## src/rtl/cic_pkg.sv

```systemverilog
// Shared defaults, derived widths and sample types for the single-stage CIC comb/decimator.
// Optional build macro: CIC_COMB_ROUND_EN (round-half-up narrowing with positive saturation).
package cic_pkg;

  localparam int CIC_IN_W  = 21;
  localparam int CIC_OUT_W = 13;
  localparam int CIC_R     = 8;
  localparam int CIC_M     = 1;

  localparam int CIC_SHIFT = CIC_IN_W - CIC_OUT_W;

  function automatic int ph_width(input int r);
    return (r > 1) ? $clog2(r) : 1;
  endfunction

  localparam int CIC_PH_W = ph_width(CIC_R);

  typedef logic signed [CIC_IN_W-1:0]  in_t;
  typedef logic signed [CIC_OUT_W-1:0] out_t;

endpackage

```

## src/rtl/comb_delay_line.sv

```systemverilog
// M-deep history of decimated samples; shifts on en, synchronous active-high reset.
module comb_delay_line #(
  parameter int W     = 21,
  parameter int DEPTH = 1
) (
  input  logic         clk,
  input  logic         rst,
  input  logic         en,
  input  logic [W-1:0] d,
  output logic [W-1:0] tail
);

  logic [W-1:0] hist_q [DEPTH];
  logic [W-1:0] hist_d [DEPTH];

  always_comb begin
    hist_d = hist_q;
    if (en) begin
      hist_d[0] = d;
      for (int unsigned k = 1; k < DEPTH; k++) begin
        hist_d[k] = hist_q[k-1];
      end
    end
  end

  always_ff @(posedge clk) begin
    for (int unsigned k = 0; k < DEPTH; k++) begin
      if (rst) hist_q[k] <= '0;
      else     hist_q[k] <= hist_d[k];
    end
  end

  assign tail = hist_q[DEPTH-1];

endmodule

```

## src/rtl/cic_comb_decimator.sv

```systemverilog
// Comb + decimate-by-R stage following the CIC integrator; y is the M-deep difference, narrowed.
// Build macro CIC_COMB_ROUND_EN selects round-half-up narrowing with positive saturation.
module cic_comb_decimator
  import cic_pkg::*;
#(
  parameter int IN_W  = CIC_IN_W,
  parameter int OUT_W = CIC_OUT_W,
  parameter int R     = CIC_R,
  parameter int M     = CIC_M
) (
  input  logic                    clk,
  input  logic                    rst,
  input  logic                    ce,
  input  logic signed [IN_W-1:0]  x,
  output logic signed [OUT_W-1:0] y,
  output logic                    y_valid
);

  localparam int SHIFT = IN_W - OUT_W;
  localparam int PH_W  = ph_width(R);

  logic [PH_W-1:0]         phase_q, phase_d;
  logic signed [OUT_W-1:0] y_q, y_d;
  logic                    y_valid_q, y_valid_d;
  logic                    decim;
  logic [IN_W-1:0]         hist_tail;
  logic signed [IN_W-1:0]  diff;
  logic signed [OUT_W-1:0] narrow;

  assign decim = ce && (phase_q == PH_W'(R - 1));

  comb_delay_line #(
    .W     (IN_W),
    .DEPTH (M)
  ) u_hist (
    .clk  (clk),
    .rst  (rst),
    .en   (decim),
    .d    (x),
    .tail (hist_tail)
  );

  // Modulo-2^IN_W difference: integrator wrap cancels as long as the true comb output fits.
  assign diff = x - $signed(hist_tail);

  if (SHIFT == 0) begin : g_pass
    assign narrow = diff;
  end else begin : g_narrow
`ifdef CIC_COMB_ROUND_EN
    localparam logic [IN_W:0] HALF = (IN_W + 1)'(1) << (SHIFT - 1);
    logic signed [IN_W:0]  t;
    logic signed [OUT_W:0] q;
    logic                  unused_lsbs;
    assign t           = {diff[IN_W-1], diff} + HALF;
    assign q           = t[IN_W:SHIFT];
    assign unused_lsbs = ^t[SHIFT-1:0];
    // Adding +half can only overflow upward, so only the positive rail is needed.
    assign narrow = (q[OUT_W] != q[OUT_W-1]) ? {1'b0, {(OUT_W-1){1'b1}}} : q[OUT_W-1:0];
`else
    logic unused_lsbs;
    assign unused_lsbs = ^diff[SHIFT-1:0];
    assign narrow      = diff[IN_W-1:SHIFT];
`endif
  end

  always_comb begin
    phase_d   = phase_q;
    y_d       = y_q;
    y_valid_d = 1'b0;
    if (ce) begin
      phase_d = decim ? '0 : phase_q + PH_W'(1);
    end
    if (decim) begin
      y_d       = narrow;
      y_valid_d = 1'b1;
    end
  end

  always_ff @(posedge clk) begin
    if (rst) begin
      phase_q   <= '0;
      y_q       <= '0;
      y_valid_q <= 1'b0;
    end else begin
      phase_q   <= phase_d;
      y_q       <= y_d;
      y_valid_q <= y_valid_d;
    end
  end

  assign y       = y_q;
  assign y_valid = y_valid_q;

endmodule

```

## config.mk

```make
export PLATFORM = sky130hd
export DESIGN_NAME = cic_comb_decimator
export DESIGN_NICKNAME = d
export VERILOG_FILES = /design/src/rtl/cic_pkg.sv /design/src/rtl/comb_delay_line.sv /design/src/rtl/cic_comb_decimator.sv
export SDC_FILE = /design/constraint.sdc
export NUM_CORES = 1
export LEC_CHECK = 0
export BUFFER_PORTS_ARGS = -buffer_cell sky130_fd_sc_hd__buf_2
export CELL_PAD_IN_SITES_DETAIL_PLACEMENT = 0
export CELL_PAD_IN_SITES_GLOBAL_PLACEMENT = 1
export CORE_MARGIN = 3
export CORE_UTILIZATION = 37
export DETAILED_ROUTE_END_ITERATION = 8
export HOLD_SLACK_MARGIN = 0.06
export PLACE_DENSITY = 0.78
export SETUP_SLACK_MARGIN = 0.4
export SLEW_MARGIN = 30
export SYNTH_ARGS = -nofsm -noshare
export SYNTH_HDL_FRONTEND = slang
export SYNTH_SLANG_ARGS = --single-unit
```

## constraint.sdc

```tcl
create_clock -name clk -period 1.95 [get_ports clk]
set_input_delay 0.2925 -clock clk [delete_from_list [all_inputs] [get_ports clk]]
set_output_delay 0.2925 -clock clk [all_outputs]
set_load 0.005 [all_outputs]
```

==> results.sh <==
export IMPL_slew_viol_final=0
export IMPL_timing_final_crit_period_ps=2009
export IMPL_status="finished, violations left"
export IMPL_power_share_combinational_pct=21.8
export IMPL_antenna_diode_count=0
export IMPL_report_final_setup_viol=1
export IMPL_syn_to_final_growth_pct=43.21
export IMPL_wire_per_inst_um=13.83
export IMPL_synthesis_nets=356
export IMPL_commonest_non_fill_non_tap_cells_in_the_layout="sky130_fd_sc_hd__nand2_1 (61), sky130_fd_sc_hd__buf_2 (37), sky130_fd_sc_hd__buf_4 (35)"
export IMPL_htree_levels=2
export IMPL_dominantRegCellSynth="sky130_fd_sc_hd__dfxtp_1"
export IMPL_violations="setup timing"
export IMPL_timing_critical_path_cells="inv_2 > ha_4 > o21a_1 > o211ai_1 > o21ai_1 > a31oi_2 > o41ai_4 > nor4b_2 > a211o_1"
export IMPL_setup_cp_type="flop to flop"
export IMPL_worst_setup_hold_path_clk_slew_ps=80
export IMPL_tightest_slew_ps=448.4
export IMPL_buf_inv_on_cp=1
export IMPL_static_leakage_power_nw=1.300
export IMPL_routed_wl_mm=6.350
export IMPL_cp_slowest_cell="sky130_fd_sc_hd__dfxtp_2"
export IMPL_die_area_mm2=0.007423
export IMPL_largest_net_degree_at_the_start_of_global_routing=25
export IMPL_avgViaCountPerCell=5.216
export IMPL_clock_fmax_mhz=497.8
export IMPL_power_frac_clock_pct=33.1
export IMPL_cts_inserted_buffers=5
export IMPL_top_delay_family_on_crit_path="compound AO/OA/AOI/OAI gates"
export IMPL_power_switching_share_pct=28.05
export IMPL_final_report_hold_violation_count=0
export IMPL_via_count=2394
export IMPL_worst_setup_path_end_kind="flop"
export IMPL_synth_edff_count=0
export IMPL_cts_num_sinks=38
export IMPL_post_synth_top_area_fraction_pct=32.00
export IMPL_grt_antenna_before_repair=0
export IMPL_async_flop_share_pct=0
export IMPL_synthDominantAreaCellType="sky130_fd_sc_hd__dfxtp_1"
export IMPL_fin_crit_sh_pct=103.0
export IMPL_grt_total_usage_pct=17.68
export IMPL_final_antenna_net_count=0
export IMPL_register_area_um2=772.0
export IMPL_dr_first_iter_drc_count=66
export IMPL_final_critical_path_setup_slack_ps=-58.86
export IMPL_detailedRoute_firstPassIterationCount=4
export IMPL_ys_ff_latch=38
export IMPL_detailedPlacementHpwl_mm=4.678
export IMPL_multiInputGateArea_mm2=0.001807
export IMPL_cts_root_buf="sky130_fd_sc_hd__clkbuf_8"
export IMPL_setup_worst_path_start_class="flop"
export IMPL_port_buffers=37
export IMPL_switchingPower_mw=0.4867
export IMPL_p_per_area_mw_per_mm2=509.6
export IMPL_mostFrequentLayoutCell="sky130_fd_sc_hd__nand2_1"
export IMPL_syn_area_mm2=0.002377
export IMPL_critical_path_arrival_ps=2200
export IMPL_finalWeightedCongestion=0.8063
export IMPL_crit_fanout=3
export IMPL_cts_buffer_depth=2
export IMPL_timing_critical_path_slowest_cell_delay_ps=340
export IMPL_cts_tree="built"
export IMPL_num_io_pins=38
export IMPL_layout_core_utilization_pct=56.17
export IMPL_final_nets=428
export IMPL_hold_slack_ps=239.8
export IMPL_sequential_cell_area_fraction_in_the_yosys_report_pct=32.00
export IMPL_initial_utilization_pct=39.22
export IMPL_ys_warn_count=0
export IMPL_syn_area_per_cell_um2=7.644
export IMPL_gr_total_overflow=0
export IMPL_worst_ir_drop_vdd_mv=0.2509
export IMPL_rows=28
export IMPL_timing_hold_worst_class="input port to flop"
export IMPL_pwr_share_seq_pct=45.0
export IMPL_core_area_mm2=0.006061
export IMPL_post_synth_num_cell_types=51
export IMPL_ctsHoldBuffers=0
export IMPL_fill_cells=586
export IMPL_die_height_um=86.16
export IMPL_synth_cells=311
export IMPL_grt_pass1_wl_mm=10.64
export IMPL_remaining_drc_errors=0
export IMPL_clkLatencyLatePin_ps=290
export IMPL_maxSlewHeadroom_pct=70.11
export IMPL_post_route_cells_drive_above_1_share_pct=41.15
export IMPL_ys_top_cells_by_area="sky130_fd_sc_hd__dfxtp_1 (32%), sky130_fd_sc_hd__ha_1 (11%), sky130_fd_sc_hd__nand2_1 (10%)"
export IMPL_maxCapViolCount=0
export IMPL_first_global_vias=2295
export IMPL_grt_setup_unrepaired="true"
export IMPL_final_setup_skew_ps=4.938
export IMPL_dp_worst_setup_slack_ps=-111.4
export IMPL_critPathRequiredTime_ps=2140
export IMPL_power_internal_mw=1.248
export IMPL_floorplan_die_width_um=86.16
-- cell usage after synthesis, drive strengths merged (2+ instances only) --
cell,instances
and2,2
ha,21
nor3,6
o21ai,14
a21oi,42
buf,5
nor2,12
nand2b,4
nand3b,3
a2111oi,2
xor2,3
o311ai,4
nand2,65
o21bai,2
o21a,3
a31oi,2
nand3,8
xnor2,3
dfxtp,38
clkbuf,10
and4,2
a21o,2
inv,25
a221oi,3
a211o,2
nand4,5
o211ai,4
and3,3
a211oi,3
or4,2
-- cells by family after synthesis --
kind of cell,synth area share (%)
AO/OA/AOI/OAI,25.21
buffers and inverters,6.421
multiplexers,0.4211
adder cells (fa/ha/maj),11.05
flip-flops,32.00
AND/OR/NAND/NOR,22.68
XOR/XNOR,2.211
-- layer usage --
| metal | vias up | GRT usage (%) | routed length, µm |
|---|---|---|---|
| li1 | 1237 | - | - |
| met1 | 1107 | 23.69 | 3086 |
| met2 | 45 | 28.59 | 2931 |
| met3 | 5 | 3.266 | 265 |
| met4 | 0 | 5.612 | 66 |
| met5 | - | 0 | 0 |
-- power by group through the flow --
| stage | Combinational, mW | Clock, mW | Sequential (mW) |
|---|---|---|---|
| 2_1_floorplan | 0.193 | 0 | 0.799 |
| 3_3_place_gp | 0.311 | 0 | 0.799 |
| 3_5_place_dp | 0.314 | 0 | 0.800 |
| 4_1_cts | 0.345 | 0.594 | 0.781 |
| 5_1_grt | 0.412 | 0.635 | 0.782 |
| 6_report | 0.379 | 0.575 | 0.781 |
-- stage by stage --
stage / TNS, ps / std cells / instance area, µm² / power, mW
final: -58.86 / 459 / 3405 / 1.735
after global routing: -714.7 / 459 / 3405 / 1.829
after CTS: -3.160 / 456 / 3257 / 1.720
after detailed placement: -245.4 / 444 / 3028 / 1.114
after global placement: -112.8 / 444 / 3028 / 1.111
after floorplan: 0 / 311 / 2541 / 0.9921
-- worst paths after layout --
| path | depth (start not counted) | from | end | slack [ps] |
|---|---|---|---|---|
| worst max register to register | 9 | u_hist.tail[2] | y[8] | -60 |
| worst min-delay path | 3 | x[0] | u_hist.tail[0] | 240 |
| worst min register to register | 2 | u_hist.tail[12] | u_hist.tail[12] | 450 |
| worst max-delay path | 9 | u_hist.tail[2] | y[8] | -60 |
-- area by class of cell --
class / instances / area share [%]
timing repair buffer: 80 / 16.06
sequential: 38 / 22.68
clock inverter: 1 / 0.1470
multi-input combinational: 233 / 53.07
tap: 75 / 2.756
inverter: 25 / 2.756
clock buffer: 7 / 2.536
-- state kept, by name, summed over array words and instances, names as in the netlist --
register	flops
y	13
phase_q	3
y_valid	1
u_hist.tail	21
-- what timing repair did --
action	CTS	global route
setup buffers	4	3
endpoints found under the hold margin	0	0
pin swaps	6	14
setup endpoints to repair	34	34
gates resized for setup	22	29
-- tightest hold or removal path, cell delays in order --
cell,delay (ps)
sky130_fd_sc_hd__buf_2,100
sky130_fd_sc_hd__nand2_1,50
sky130_fd_sc_hd__a21oi_1,50
Power figures use the tool's default switching activity.
